<file path="src/rtl/reg_commit_arbiter.sv">
// reg_commit_arbiter
//   Two requesters (req0 = SPI side, req1 = internal engine) post register
//   writes into a small in-order queue. The queue drains one entry per cycle
//   while vblank is high, so visible registers only change inside the
//   blanking window.
//
// Ports
//   clk, reset_n                 clock (rising edge), async active-low reset
//   reqN_valid/addr/data/ready   write request handshake, N = 0,1
//                                addr 1-4 -> color1-4, 7 -> misc, else dropped
//   vblank                       commit window
//   color1..color4, misc         committed registers
//   pending                      queue non-empty
//   commit                       pulse, cycle after a register update
//   drop                         pulse, cycle after an invalid entry is popped
//
// Build option
//   ROUND_ROBIN_EN  defined: round-robin arbitration on contention
//                   undefined: fixed priority, req0 wins
module reg_commit_arbiter #(
    parameter logic [5:0] COLOR1_DEFAULT = 6'h00,
    parameter logic [5:0] COLOR2_DEFAULT = 6'h15,
    parameter logic [5:0] COLOR3_DEFAULT = 6'h2A,
    parameter logic [5:0] COLOR4_DEFAULT = 6'h3F,
    parameter logic [4:0] MISC_DEFAULT   = 5'h00,
    parameter int         FIFO_DEPTH     = 4
) (
    input  logic       clk,
    input  logic       reset_n,
    input  logic       req0_valid,
    input  logic [2:0] req0_addr,
    input  logic [5:0] req0_data,
    output logic       req0_ready,
    input  logic       req1_valid,
    input  logic [2:0] req1_addr,
    input  logic [5:0] req1_data,
    output logic       req1_ready,
    input  logic       vblank,
    output logic [5:0] color1,
    output logic [5:0] color2,
    output logic [5:0] color3,
    output logic [5:0] color4,
    output logic [4:0] misc,
    output logic       pending,
    output logic       commit,
    output logic       drop
);
    localparam int PW = $clog2(FIFO_DEPTH);

    typedef struct packed {
        logic [2:0] addr;
        logic [5:0] data;
    } entry_t;

    entry_t        mem [FIFO_DEPTH];
    logic [PW-1:0] wr_ptr, rd_ptr;
    logic [PW:0]   count;
    logic          has_room, grant0, grant1, push, pop;
    entry_t        push_entry, pop_entry;

    // Room is judged on the current count only: a pop in the same cycle
    // does not free a slot for a push into a full queue.
    assign has_room = count < (PW+1)'(FIFO_DEPTH);

`ifdef ROUND_ROBIN_EN
    // prio names the requester that wins the next contention; it flips to
    // the other requester after every grant.
    logic prio;
    assign grant0 = req0_valid && (!req1_valid || !prio);
    assign grant1 = req1_valid && (!req0_valid ||  prio);

    always_ff @(posedge clk or negedge reset_n) begin
        if (!reset_n)        prio <= 1'b0;
        else if (req0_ready) prio <= 1'b1;
        else if (req1_ready) prio <= 1'b0;
    end
`else
    assign grant0 = req0_valid;
    assign grant1 = req1_valid && !req0_valid;
`endif

    assign req0_ready = reset_n && has_room && grant0;
    assign req1_ready = reset_n && has_room && grant1;

    assign push       = req0_ready || req1_ready;
    assign push_entry = req0_ready ? {req0_addr, req0_data} : {req1_addr, req1_data};
    assign pop        = vblank && (count != '0);
    assign pop_entry  = mem[rd_ptr];
    assign pending    = (count != '0);

    // Pointers are PW bits wide, so they wrap modulo FIFO_DEPTH for free.
    always_ff @(posedge clk or negedge reset_n) begin
        if (!reset_n) begin
            wr_ptr <= '0;
            rd_ptr <= '0;
            count  <= '0;
        end else begin
            if (push) wr_ptr <= wr_ptr + 1'b1;
            if (pop)  rd_ptr <= rd_ptr + 1'b1;
            case ({push, pop})
                2'b10:   count <= count + 1'b1;
                2'b01:   count <= count - 1'b1;
                default: ;
            endcase
        end
    end

    always_ff @(posedge clk) begin
        if (push) mem[wr_ptr] <= push_entry;
    end

    always_ff @(posedge clk or negedge reset_n) begin
        if (!reset_n) begin
            color1 <= COLOR1_DEFAULT;
            color2 <= COLOR2_DEFAULT;
            color3 <= COLOR3_DEFAULT;
            color4 <= COLOR4_DEFAULT;
            misc   <= MISC_DEFAULT;
            commit <= 1'b0;
            drop   <= 1'b0;
        end else begin
            commit <= 1'b0;
            drop   <= 1'b0;
            if (pop) begin
                case (pop_entry.addr)
                    3'd1: begin color1 <= pop_entry.data;      commit <= 1'b1; end
                    3'd2: begin color2 <= pop_entry.data;      commit <= 1'b1; end
                    3'd3: begin color3 <= pop_entry.data;      commit <= 1'b1; end
                    3'd4: begin color4 <= pop_entry.data;      commit <= 1'b1; end
                    3'd7: begin misc   <= pop_entry.data[4:0]; commit <= 1'b1; end
                    default: drop <= 1'b1;
                endcase
            end
        end
    end
endmodule
</file>
<file path="config.mk">
export PLATFORM = sky130hd
export DESIGN_NAME = reg_commit_arbiter
export DESIGN_NICKNAME = d
export VERILOG_FILES = /design/src/rtl/reg_commit_arbiter.sv
export SDC_FILE = /design/constraint.sdc
export NUM_CORES = 1
export LEC_CHECK = 0
export BUFFER_PORTS_ARGS = -buffer_cell sky130_fd_sc_hd__buf_2
export CORE_MARGIN = 10
export CORE_UTILIZATION = 50
export DETAILED_ROUTE_END_ITERATION = 10
export GPL_TIMING_DRIVEN = 0
export PLACE_DENSITY_LB_ADDON = 0.08
export SLEW_MARGIN = 15
export SYNTH_ARGS = -nofsm -noshare
export SYNTH_HDL_FRONTEND = slang
export SYNTH_SLANG_ARGS = --single-unit
</file>
<file path="constraint.sdc">
create_clock -name clk -period 4.8 [get_ports clk]
set_input_delay 0.48 -clock clk [delete_from_list [all_inputs] [get_ports clk]]
set_output_delay 0.48 -clock clk [all_outputs]
set_load 0.02 [all_outputs]
</file>
==> impl_metrics.json <==
{
  "cts_hold_buf": 0,
  "synthCells": 171,
  "critPathLaunchType": "input pin",
  "fin_skew_ns": 0.00915,
  "drtPass1Iterations": 4,
  "clk_pin_slew_ns": 0.08,
  "overflow": 0,
  "rsz0062_at_grt": "false",
  "seq_area_sq_mm": 0.00205,
  "synth_cell_types": 31,
  "antenna_found_initial": 0,
  "vias": 1680,
  "slowest_delay_ns": 0.64,
  "cp_cell_sequence": "buf_2 -> nor2b_1 -> nand2_1 -> inv_1 -> buf_2",
  "ios": 57,
  "critPathMostFrequentCell": "buf_2",
  "cts_resized": 0,
  "gp_congestion": 0.702,
  "areaGrowthSynthToFinish_pct": 18.5,
  "grt_pass1_wl_microns": 9200,
  "die_w_microns": 99.4,
  "arrival_ns": 2.09,
  "gr-usage-met1": 0.150,
  "reg2reg_to": "count[2]",
  "busiest_layer": "met2",
  "cts_max_level": 3,
  "path_class": "in2out",
  "reg2reg_depth": 8,
  "fin_tns_setup_ns": 0,
  "async_flop_share": 0.514,
  "synth_top_area_frac": 0.343,
  "layout.nets": 267,
  "post-route-util": 0.620,
  "worstReg2RegStart": "count[0]",
  "post-route-period-util": 0.535,
  "layout-drive-gt1-share": 0.543,
  "die-area_sq_mm": 0.00988,
  "port_buffers": 56,
  "first_global_vias": 1801,
  "ys_top_cells_by_area": "edfxtp_1 34%, dfrtp_1 21%, mux2_2 13%, dfstp_2 10%, mux4_1 5.8%",
  "max_freq_mhz": 390,
  "start_util": 0.523,
  "drtIter0Drc": 53,
  "path_delay_family": "buffers and inverters",
  "n_fill_cell": 459,
  "synth_warnings": 0,
  "yosysTopAreaCell": "edfxtp_1",
  "antenna_left": 0,
  "multi_input_area_sq_mm": 0.00103,
  "ir_worst_vdd_uv": 318,
  "clkLatencyLatePin_ns": 0.34,
  "cts_made_buffers": 9,
  "cts_tree": "yes",
  "clock-sinks": 74,
  "max-cap-violations": 0,
  "syn_nets": 200,
  "synth-seq-cells": 74,
  "status": "complete, no violations",
  "power.share.combinational": 0.396,
  "detail_route.wl_per_cell_microns": 18.6,
  "period_minus_slack_ns": 2.57,
  "n_antenna_cell": 0,
  "wl_microns": 5910,
  "switching_share": 0.350,
  "finalSetupViolations": 0,
  "grt_max_degree": 40,
  "switching_power_uw": 883,
  "max_slew_margin": 0.374,
  "synthFlopType": "edfxtp_1",
  "viasPerCell": 5.28,
  "clock_path_buffers": 2,
  "die_h_microns": 99.4,
  "end_kind": "output port",
  "pwr_density_cell_mw_per_mm2": 675,
  "synth_common_cells": "36 x edfxtp_1, 36 x mux2_2, 26 x dfrtp_1",
  "post_cts_buffers": 0,
  "synth_area_sq_mm": 0.00315,
  "hpwl_microns": 4280,
  "power_mw": 2.52,
  "cpMaxStageDelayCell": "buf_2",
  "final_hold_viol_count": 0,
  "p_leak_nw": 1.56,
  "route.detailed.drc": 0,
  "hold_class": "in2async",
  "use_met2": 0.184,
  "met3_usage": 0.0429,
  "core_sq_mm": 0.00603,
  "p_int_mw": 1.64,
  "cp_max_fo": 39,
  "rows": 28,
  "grtUsageTotal": 0.120,
  "worstPathRequired_ns": 4.32,
  "avgSynthCellArea_sq_um": 18.4,
  "clkPwrFrac": 0.202,
  "cts-root-buf": "clkbuf_8",
  "synth-edff-count": 36,
  "r2r_slack_ns": 2.36,
  "ys_seq_area_frac": 0.649,
  "seq_power_share": 0.401,
  "tightest_slew_ns": 0.933,
  "maxSlewViolCount": 0,
  "critPathBufInv": 3
}
## worst reg2reg max path, delay by kind of cell, from the launching register on
kind	cells	cell delay [ns]
AOI/OAI and AO/OA	1	0.83
DFF	1	0.44
buffers and inverters	2	0.26
adders and majority gates	2	0.44
and+or+nand+nor	1	0.06
xor gates and xnor gates	2	0.29
## worst max path at each step
stage               startpoint    endpoint  cells after the start
floorplan             count[0]    count[2]                      8
global placement       reset_n    count[2]                     10
detailed placement     reset_n    count[2]                     10
CTS                    reset_n  req0_ready                      5
global route           reset_n  req0_ready                      5
finish                 reset_n  req0_ready                      5
## final cells by class
type                    count  share of cell area
repair buffers             56              0.0750
flip-flops and latches     74               0.548
clock buffers              10              0.0342
clock inverters             6              0.0221
inverters                   8             0.00804
well taps                  75              0.0251
plain buffers               5              0.0117
multi-input cells          84               0.276
## cells by family after synthesis
| kind of cell | count (synthesis) | synth area share |
|---|---|---|
| flops | 74 | 0.649 |
| mux | 49 | 0.215 |
| simple gates | 15 | 0.0476 |
| buf+inv | 13 | 0.0234 |
| xor+xnor | 8 | 0.0222 |
| compound gates | 6 | 0.0159 |
| fa+ha+maj | 6 | 0.0262 |
## power by group through the flow
| stage | Clock, mW | Combinational [mW] | Sequential, mW |
|---|---|---|---|
| global placement | 0 | 0.985 | 1.01 |
| detailed placement | 0 | 1.02 | 1.03 |
| finish | 0.511 | 1.00 | 1.01 |
| floorplan | 0 | 0.556 | 1.18 |
| global route | 0.551 | 1.08 | 1.03 |
| CTS | 0.521 | 1.02 | 1.01 |
## cell usage in the layout (no fill, tap or decap), drive strengths merged, types with 3 or more instances in the layout
cell    count
nor4b       3
dfstp      12
clkinv      4
xor2        3
mux2       39
dfrtp      26
edfxtp     36
and2        4
ha          5
buf        61
inv         8
mux4        9
xnor2       5
clkbuf     10
## through the flow
stage | hold WS [ns] | worst slack (ns) | cell area, sq um | std cells
after floorplan | 0.184 | 2.68 | 3150 | 171
after global placement | 0.483 | 2.14 | 3530 | 302
after detailed placement | 0.493 | 2.00 | 3530 | 302
after CTS | 0.269 | 2.18 | 3740 | 318
after global routing | 0.293 | 2.01 | 3740 | 318
final | 0.236 | 2.23 | 3740 | 318
## flip-flops by register name, summed over array words and instances (netlist names)
register	cells
wr_ptr	2
color3	6
rd_ptr	2
color2	6
color1	6
color4	6
drop	1
misc	5
commit	1
count	3
mem	36
## layer usage
layer / wire, microns / vias up
met5: 0 / -
met4: 86 / 0
met3: 343 / 9
met2: 2750 / 53
met1: 2730 / 839
li1: - / 779
Note: power is estimated with default switching activity, not from simulation.
